--- src/rtl/fos_tdm_sched.sv ---
// fos_tdm_sched: time-division-multiplexed first-order IIR filter.
//
// NCH channels share a single multiply-add datapath that computes
//     y = x + b1[k]*xprev[k] + a1[k]*yprev[k]   (unsigned, modulo 2^DW)
// Each cycle a round-robin arbiter picks at most one requesting channel.
//
// Ports:
//   clk, reset            clock, synchronous active-low reset
//   in_valid/in_data      per-channel sample requests (channel k at [k*DW +: DW])
//   in_ready              one-hot grant, or all zero
//   out_valid/out_data    registered filter result, held under backpressure
//   out_ch/out_ready      channel of the result, downstream accept
//   cfg_we/cfg_clr        write coefficients / clear history of cfg_ch
//   cfg_ch/cfg_a1/cfg_b1  configuration target channel and coefficients
module fos_tdm_sched #(
    parameter int NCH = 4,
    parameter int DW  = 32,
    parameter int CW  = 11,
    localparam int CHW = $clog2(NCH)
) (
    input  logic              clk,
    input  logic              reset,
    input  logic [NCH-1:0]    in_valid,
    input  logic [NCH*DW-1:0] in_data,
    output logic [NCH-1:0]    in_ready,
    output logic              out_valid,
    output logic [DW-1:0]     out_data,
    output logic [CHW-1:0]    out_ch,
    input  logic              out_ready,
    input  logic              cfg_we,
    input  logic              cfg_clr,
    input  logic [CHW-1:0]    cfg_ch,
    input  logic [CW-1:0]     cfg_a1,
    input  logic [CW-1:0]     cfg_b1
);

    logic [CW-1:0]  a1_q    [NCH];
    logic [CW-1:0]  b1_q    [NCH];
    logic [DW-1:0]  xprev_q [NCH];
    logic [DW-1:0]  yprev_q [NCH];

    logic [CHW-1:0] rr_q, rr_d;
    logic           out_valid_q, out_valid_d;
    logic [DW-1:0]  out_data_q, out_data_d;
    logic [CHW-1:0] out_ch_q, out_ch_d;

    logic           slot_free;
    logic           grant_found;
    logic [CHW-1:0] grant_idx;
    logic [CHW-1:0] idx;
    logic           accept;
    logic [DW-1:0]  x;
    logic [DW-1:0]  y;

    assign slot_free = !out_valid_q || out_ready;

    // Round-robin search starting at rr_q; NCH is a power of two, so the
    // CHW-bit addition wraps from NCH-1 back to 0 on its own.
    always_comb begin
        grant_found = 1'b0;
        grant_idx   = '0;
        idx         = '0;
        for (int i = 0; i < NCH; i++) begin
            idx = rr_q + CHW'(i);
            if (!grant_found && in_valid[idx]) begin
                grant_found = 1'b1;
                grant_idx   = idx;
            end
        end
    end

    // The grant is suppressed during reset so no sample is consumed while
    // the state is being cleared.
    assign accept   = reset && slot_free && grant_found;
    assign in_ready = accept ? ({{(NCH-1){1'b0}}, 1'b1} << grant_idx) : '0;

    // Shared datapath: coefficients are zero-extended and every term is
    // truncated to DW bits, which gives the required modulo-2^DW result.
    always_comb begin
        x = in_data[int'(grant_idx)*DW +: DW];
        y = x
          + DW'(b1_q[grant_idx]) * xprev_q[grant_idx]
          + DW'(a1_q[grant_idx]) * yprev_q[grant_idx];
    end

    // Next-state for the arbiter pointer and the output register. A new
    // accept always overwrites the slot; otherwise the slot drains on
    // out_ready or holds its contents.
    always_comb begin
        rr_d        = rr_q;
        out_valid_d = out_valid_q;
        out_data_d  = out_data_q;
        out_ch_d    = out_ch_q;
        if (accept) begin
            rr_d        = grant_idx + CHW'(1);
            out_valid_d = 1'b1;
            out_data_d  = y;
            out_ch_d    = grant_idx;
        end else if (out_ready) begin
            out_valid_d = 1'b0;
        end
    end

    // History and coefficients. The clear is written after the accept
    // update so that it wins for the stored history, while the result of
    // the same cycle was already computed from the old history.
    always_ff @(posedge clk) begin
        if (!reset) begin
            rr_q        <= '0;
            out_valid_q <= 1'b0;
            out_data_q  <= '0;
            out_ch_q    <= '0;
            for (int k = 0; k < NCH; k++) begin
                a1_q[k]    <= '0;
                b1_q[k]    <= '0;
                xprev_q[k] <= '0;
                yprev_q[k] <= '0;
            end
        end else begin
            rr_q        <= rr_d;
            out_valid_q <= out_valid_d;
            out_data_q  <= out_data_d;
            out_ch_q    <= out_ch_d;
            if (accept) begin
                xprev_q[grant_idx] <= x;
                yprev_q[grant_idx] <= y;
            end
            if (cfg_clr) begin
                xprev_q[cfg_ch] <= '0;
                yprev_q[cfg_ch] <= '0;
            end
            if (cfg_we) begin
                a1_q[cfg_ch] <= cfg_a1;
                b1_q[cfg_ch] <= cfg_b1;
            end
        end
    end

    assign out_valid = out_valid_q;
    assign out_data  = out_data_q;
    assign out_ch    = out_ch_q;

endmodule

--- config.mk ---
export PLATFORM = sky130hd
export DESIGN_NAME = fos_tdm_sched
export DESIGN_NICKNAME = d
export VERILOG_FILES = /design/src/rtl/fos_tdm_sched.sv
export SDC_FILE = /design/constraint.sdc
export NUM_CORES = 2
export LEC_CHECK = 0
export CORE_MARGIN = 3
export CORE_UTILIZATION = 48
export DETAILED_ROUTE_END_ITERATION = 7
export PLACE_DENSITY = 0.62
export RECOVER_POWER = 50
export SYNTH_ARGS = -nofsm -noshare
export SYNTH_HDL_FRONTEND = slang
export SYNTH_SLANG_ARGS = --single-unit
--- constraint.sdc ---
create_clock -name clk -period 31.4 [get_ports clk]
set_input_delay 9.42 -clock clk [delete_from_list [all_inputs] [get_ports clk]]
set_output_delay 9.42 -clock clk [all_outputs]
set_load 0.05 [all_outputs]
# [Word-level counts from Yosys, hierarchy flattened]
# Memory sizes are Yosys's and may differ from the RTL's.
# Cells that the tools add are included.
[word_totals] regBits=37 ramBits=344 elab_cells=86 mem_count=4
[mem_list] memory="xprev_q" depth=4 word_bits=32 read_ports=1 rd_clocked_by_memory_dff=0 wr=4 line="39" rtl="logic [DW-1:0] xprev_q [NCH];"
[mem_list] memory="yprev_q" depth=4 word_bits=32 read_ports=1 rd_clocked_by_memory_dff=0 wr=4 line="40" rtl="logic [DW-1:0] yprev_q [NCH];"
[mem_list] memory="a1_q" depth=4 word_bits=11 read_ports=1 rd_clocked_by_memory_dff=0 wr=4 line="37" rtl="logic [CW-1:0] a1_q [NCH];"
[mem_list] memory="b1_q" depth=4 word_bits=11 read_ports=1 rd_clocked_by_memory_dff=0 wr=4 line="38" rtl="logic [CW-1:0] b1_q [NCH];"
[classes] add_sub_neg=6 multipliers=2 order_cmp=4 shift=2 n_mux=47 n_reduce_logical=17
[op_table] op="$mux W32" count=4
[op_table] op="$reduce_or A32 Y1" count=4
[op_table] op="$shiftx A128 B8 Y32" count=1
[op_table] op="$add A32 B32 Y32" count=2
[op_table] op="$mul A11 B32 Y32" count=2
[op_table] op="$mux W1" count=26
[op_table] op="$mux W11" count=2
[op_table] op="$reduce_or A11 Y1" count=2
[op_table] op="$mux W2" count=10
[op_table] op="$lt A2 B3 Y1 const B" count=4
[op_table] op="$bmux W1 S2" count=4
[op_table] op="$logic_and A1 B1 Y1" count=5
[op_table] op="$add A2 B1 Y2 const B" count=2
[op_table] op="$add A2 B2 Y2 const B" count=2
[op_table] op="$logic_not A1 Y1" count=4
[op_table] op="$mux W4" count=1
[op_table] op="$shl A1 B2 Y4 const A" count=1
[op_table] op="$reduce_bool A2 Y1" count=1
[op_table] op="$logic_or A1 B1 Y1" count=1

# [Logic depth before layout (Yosys ltp)]
[depth] ltp_word=18 mapped_depth=41 depth_no_buf=33

# [Worst setup path after synthesis]
# OpenSTA, ideal clock, no wires.
[synth_path] kind="input to output" from="in in_valid[0]" to="out in_ready[2]" arrival_time_ps=12412 t_required_ps=21980 slack_ps=9568 stages=13 n_path_buf=7 cell_sequence="nor2b_1 -> o21bai_1 -> nand2_2 -> inv_1 -> buf_2 -> buf_2 -> buf_4 -> buf_2 -> buf_1 -> buf_2 -> clkbuf_1 -> ha_1 -> and2_1"
[synth_between] elab_chain_cells=14
[synth_lines] element="from (decl)" line="23" rtl="input logic [NCH-1:0] in_valid,"
[synth_lines] element="$bmux W1 S2" line="65" rtl="if (!grant_found && in_valid[idx]) begin"
[synth_lines] element="$mux W1 (not written as such)" line="65"
[synth_lines] element="$mux W1" line="65"
[synth_lines] element="$logic_not A1 Y1" line="65"
[synth_lines] element="$logic_and A1 B1 Y1" line="65"
[synth_lines] element="$mux W1" line="65"
[synth_lines] element="$logic_not A1 Y1" line="65"
[synth_lines] element="$logic_and A1 B1 Y1" line="65"
[synth_lines] element="$mux W1" line="65"
[synth_lines] element="$logic_not A1 Y1" line="65"
[synth_lines] element="$logic_and A1 B1 Y1" line="65"
[synth_lines] element="$mux W2 (*)" line="65"
[synth_lines] element="via grant_idx[1]" line="49" rtl="logic [CHW-1:0] grant_idx;"
[synth_lines] element="$shl A1 B2 Y4 (*)" line="75" rtl="assign in_ready = accept ? ({{(NCH-1){1'b0}}, 1'b1} << grant_idx) : '0;"
[synth_lines] element="$mux W4 (*)" line="75"
[synth_lines] element="to (decl)" line="25" rtl="output logic [NCH-1:0] in_ready,"
# Mark *: on every way through the listed nets, which the timed path passes. The rest lies on a longest branch. The select of a mux whose other input is x is not followed.

# [Final worst setup path]
[layout_path] from="in in_valid[1]" to="out in_ready[0]"
[layout_between] elab_chain_cells=14
[layout_lines] element="$bmux W1 S2" line="65"
[layout_lines] element="$mux W1 (not written as such)" line="65"
[layout_lines] element="$mux W1" line="65"
[layout_lines] element="$logic_not A1 Y1" line="65"
[layout_lines] element="$logic_and A1 B1 Y1" line="65"
[layout_lines] element="$mux W1" line="65"
[layout_lines] element="$logic_not A1 Y1" line="65"
[layout_lines] element="$logic_and A1 B1 Y1" line="65"
[layout_lines] element="$mux W1" line="65"
[layout_lines] element="$logic_not A1 Y1" line="65"
[layout_lines] element="$logic_and A1 B1 Y1" line="65"
[layout_lines] element="$mux W2 / $mux W1 (equally long branches)" line="65"
[layout_lines] element="$shl A1 B2 Y4 / $logic_and A1 B1 Y1 (equally long branches)" line="75, 74"
[layout_lines] element="$mux W4 (*)" line="75"
# Mark *: on every way between the ends. The rest lies on a longest branch, timed or not. The select of a mux whose other input is x is not followed.

==> results.toml <==
[outcome]
status = "complete, but fails checks"
failed_checks = "max-capacitance violations, max-slew violations"

[floorplanning]
num_io_pins = 200
start_util = 0.486
die_h_um = 278
dieArea_mm2 = 0.0774
dieWidth_um = 278
fp.coreArea_mm2 = 0.0732
rows = 99

[drt]
drt-total-wl_um = 118000
antenna_left = 0
first_iter_violations = 2642
wl_per_cell_um = 22.4
drt_pass1_iterations = 6
vias = 30000
viasPerCell = 5.69
drc = 0

[cts]
hold_buffers = 0
cts_buffer_depth = 3
cts_root_buf = "clkbuf_16"
numCtsBuffers = 43
post-cts-setup-buffer-count = 0
numClockSinks = 381
cts.repair.resized = 0
clk_pin_slew_ps = 60
clk_latency_ps = 600
cts_htree_levels = 2
cts_tree = "built"

[setup_path]
cp.required_ps = 21980
path_class = "input port to output port"
crit_family = "buffers and inverters"
slowest_delay_ps = 810
crit_buf_inv = 3
end_kind = "output port"
cp_slowest_cell = "clkdlybuf4s50_1"
path_cells = "dlygate4sd3_1 -> nor2_1 -> or4b_4 -> nand2_8 -> inv_8 -> ha_1 -> and2_1 -> clkdlybuf4s50_1"
worstPathArrival_ps = 13340
cp_max_fo = 67
cp-start-kind = "input port"

[yosys]
synth_edf_count = 88
synth_warnings = 0
synth_area_leader_cell = "fa_1"
synth_cells = 4212
ys_types = 75
syn_area_mm2 = 0.0356
yosys_register_bits = 381
synth_top_area_share = 0.294
ys_async_sr_fraction = 0
yosys_most_used_dff = "dfxtp_1"
seq_area_frac_synth = 0.239
syn_nets = 4982
syn_avg_cell_area_um2 = 8.45
synthTopCellsByArea = "fa_1 29%, dfxtp_1 16%, nand2_1 9.4%, edfxtp_1 7.4%, inv_1 5.7%"

[min_path]
hold_path_class = "register to register"

[flow_run]
drv_cap = 10

[cells_and_area]
diodes = 0
final_cell_mix = "894 x nand2_1, 544 x inv_1, 523 x fa_1"
synthToLayoutAreaGrowth_pct = 11.9
nets = 5048
fin_area_mm2 = 0.0398
drive_above_1_share = 0.0490
fillers = 6886
final_common_cell = "nand2_1"

[global_route]
grt_pass1_vias = 29900
grt_max_degree = 131
antenna_found_initial = 3
gr-total-overflow = 0
grtUsageTotal = 0.307
grt_pass1_wl_um = 183000

[sta]
post-route-period-util = 0.725
finalSetupViolCount = 0
maxSlewViolCount = 408
rsz0062_at_grt = "no"
hold_viol_final = 0
finalSetupTns_ps = 0
tightestPinTransition_ps = 4060
relSlewSlack = -1.71
period_needed_ps = 22760
clock_skew_ps = 39.0
fmax_ghz = 0.0439

[placement]
io_buffers = 199
dpl-instance-area_mm2 = 0.0386
hpwlAfterDp_um = 87100
routabilityCongestion = 0.929
## final timing paths
kind           startpoint            to  slack (ps)  cells past startpoint
max           in_valid[1]   in_ready[0]        8640                      8
min          out_data[14]  out_data[14]         440                      1
max reg2reg       rr_q[1]  out_data[31]       20060                     32
min reg2reg  out_data[14]  out_data[14]         440                      1
## area by class of cell
class | count | area [um2] | area share
repair buffers | 284 | 2590 | 0.0652
flip-flops and latches | 381 | 8510 | 0.214
inverters | 546 | 2060 | 0.0518
multi-input cells | 3022 | 24100 | 0.606
clock inverters | 26 | 200 | 0.00503
clock buffers | 51 | 1140 | 0.0285
well taps | 959 | 1200 | 0.0301
## stage by stage
| step | utilization | setup WS [ps] | hold WS, ps | cells |
|---|---|---|---|---|
| detailed placement | 0.527 | 8770 | 438 | 5192 |
| floorplan | - | 9570 | 426 | 4212 |
| global placement | 0.527 | 8840 | 436 | 5192 |
| global route | 0.544 | 8400 | 465 | 5269 |
| finish | 0.544 | 8640 | 442 | 5269 |
| CTS | 0.545 | 8770 | 451 | 5269 |
## cells by family (layout without fill, tap and decap cells)
logic type | after synthesis | after routing | synth area share
compound gates | 521 | 521 | 0.0931
xor+xnor | 53 | 53 | 0.0162
fa+ha+maj | 609 | 609 | 0.324
buf+inv | 809 | 907 | 0.0888
flops | 381 | 381 | 0.239
mux | 105 | 105 | 0.0297
simple gates | 1734 | 1734 | 0.209
## worst reg2reg max path, delay by kind of cell, from the launching register on
kind / cells / cell delay [ps]
buf+inv: 9 / 2430
flops: 1 / 680
fa+ha+maj: 8 / 3910
xor+xnor: 2 / 870
simple gates: 3 / 900
compound gates: 10 / 2330
## layer usage
metal | share of wire | GRT usage | up-vias
met5 | 0.00013 | 0 | -
met4 | 0.039 | 0.102 | 2
met3 | 0.082 | 0.0512 | 210
met2 | 0.46 | 0.503 | 1285
met1 | 0.42 | 0.416 | 15000
li1 | - | - | 13500
## synthesized netlist by cell type, drive strengths merged, types with 4 or more instances
| master | number |
|---|---|
| a22oi | 37 |
| xor2 | 17 |
| or2 | 4 |
| o21a | 8 |
| nand4 | 19 |
| a211o | 7 |
| a211oi | 12 |
| a32oi | 11 |
| inv | 546 |
| fa | 523 |
| ha | 86 |
| and3 | 55 |
| or3 | 6 |
| nand3 | 247 |
| buf | 80 |
| nor3 | 30 |
| edfxtp | 88 |
| a32o | 7 |
| xnor3 | 7 |
| a21oi | 260 |
| xnor2 | 28 |
| o21ai | 29 |
| nand2b | 14 |
| nor3b | 6 |
| and2 | 79 |
| dfxtp | 293 |
| nor4 | 8 |
| o31ai | 4 |
| a31oi | 64 |
| a221oi | 8 |
| nor2b | 8 |
| nand2 | 896 |
| a21o | 30 |
| a22o | 18 |
| mux2i | 103 |
| clkbuf | 183 |
| a21bo | 6 |
| nor2 | 354 |
## flip-flops by register name, indices dropped and copies added (netlist names)
signal,cells
a1_q,44
b1_q,44
out_ch,2
out_data,32
out_valid,1
rr_q,2
xprev_q,128
yprev_q,128
Power is left out: the tool's default activity adds up to more than one toggle a clock period on the data nets, which glitch-free logic cannot reach.
==> edit: new RTL, same settings <==
`out_data_q` no longer has a reset.
--- a/src/rtl/fos_tdm_sched.sv
+++ b/src/rtl/fos_tdm_sched.sv
@@ -109,5 +109,4 @@
             rr_q        <= '0;
             out_valid_q <= 1'b0;
-            out_data_q  <= '0;
             out_ch_q    <= '0;
             for (int k = 0; k < NCH; k++) begin
@@ -120,5 +119,4 @@
             rr_q        <= rr_d;
             out_valid_q <= out_valid_d;
-            out_data_q  <= out_data_d;
             out_ch_q    <= out_ch_d;
             if (accept) begin
@@ -137,4 +135,8 @@
     end
 
+    always_ff @(posedge clk) begin
+        out_data_q <= out_data_d;
+    end
+
     assign out_valid = out_valid_q;
     assign out_data  = out_data_q;
Formal check against the unedited RTL: not equivalent (Yosys sat finds a counterexample within 4 cycles, from zero or initial values and one cycle with reset low; the reset may be asserted at any time).
==> edit against the original RTL <==
  * The flow still finishes with violations (capacitance limit, slew limit)
  * Largest cell class unchanged
  * Wire length is 4.6% lower
  * Register-to-register slack worse by 0.43 ns
  * Critical path type unchanged
  * Setup slack worse by 3.4 ns
  * Area after synthesis hardly changed
  * Final area hardly changed
  * Sequential cell count stayed put
Power is left out: the tool's default activity adds up to more than one toggle a clock period on the data nets, which glitch-free logic cannot reach.
==> edit: results (changes against the original RTL) <==
drt:
  wire_per_inst_um: 21.26  # was 22.40 µm
  wl_met1_um: 45410  # was 49,010 µm
  wl_met2_um: 55240  # was 54,830 µm
logic_synthesis:
  synth_common_cells: "817 x nand2_1, 590 x inv_1, 568 x nor2_1"  # was 894 x nand2_1, 545 x inv_1, 523 x fa_1
  synth_cell_types: 65  # was 75
  synthAdderAreaFrac_pct: 32.45  # was 32.44%
  synthMuxAreaShare_pct: 2.655  # was 2.971%
  synth.area.top_cells: "fa_1 29%, dfxtp_1 15%, edfxtp_1 10%"  # was fa_1 29%, dfxtp_1 16%, nand2_1 9.4%
  synth-xor-area-share_pct: 1.843  # was 1.621%
grt:
  grtUsageTotal_pct: 29.37  # was 30.66%
  grt_max_degree: 87  # was 131
  use_met3_pct: 3.825  # was 5.117%
  met1_usage_pct: 37.71  # was 41.56%
  grt.met2_usage_pct: 50.82  # was 50.30%
  grt_first_pass_wirelength_um: 176100  # was 182,800 µm
final_layout:
  non_clock_inverter_count: 593  # was 546
  drive_gt1_share_pct: 4.196  # was 4.896%
  n_all_buffers: 287  # was 284
  num-nets-final: 5074  # was 5,048
sta:
  slew_viol_final: 472  # was 408
  worst_slew_pin_slew_ns: 3.171  # was 4.060 ns
  finalClockSkew_ns: 0.01572  # was 0.03903 ns
setup_path:
  cp_slowest_stage_delay_ns: 2.14  # was 0.81 ns
  crit_fanout: 64  # was 67
flow_run:
  cap_violations: 9  # was 10
placement:
  placed_cell_area_um2: 38570  # about the same
outcome:
  violations: "capacitance limit, slew limit"  # unchanged
  status: "finished, violations left"  # unchanged
==> edit: cell count changes after synthesis, sizes merged, moves of 16 or more <==
cell	delta
buf	-26
nor2	+214
nand4	-16
a31oi	+91
a21o	-21
and3	-28
dfxtp	-32
nand3	-79
nand2	-79
inv	+45
edfxtp	+32
clkbuf	+25
a21oi	-92
==> edit: path summary, 6_finish.rpt <==
path	endpoint	slack, ns	from	cells past startpoint
min reg2reg	yprev_q[3][0]	0.45	yprev_q[3][0]	2
max	in_ready[2]	5.22	reset	7
min	yprev_q[3][0]	0.45	yprev_q[3][0]	2
max reg2reg	yprev_q[3][29]	19.63	rr_q[0]	32
==> edit: per-stage QoR <==
stage	instances	hold slack (ns)
final	5296	0.4540
after floorplan	4234	0.4316
after global placement	5218	0.4400
after global routing	5296	0.4819
after CTS	5296	0.4532
after detailed placement	5218	0.4448
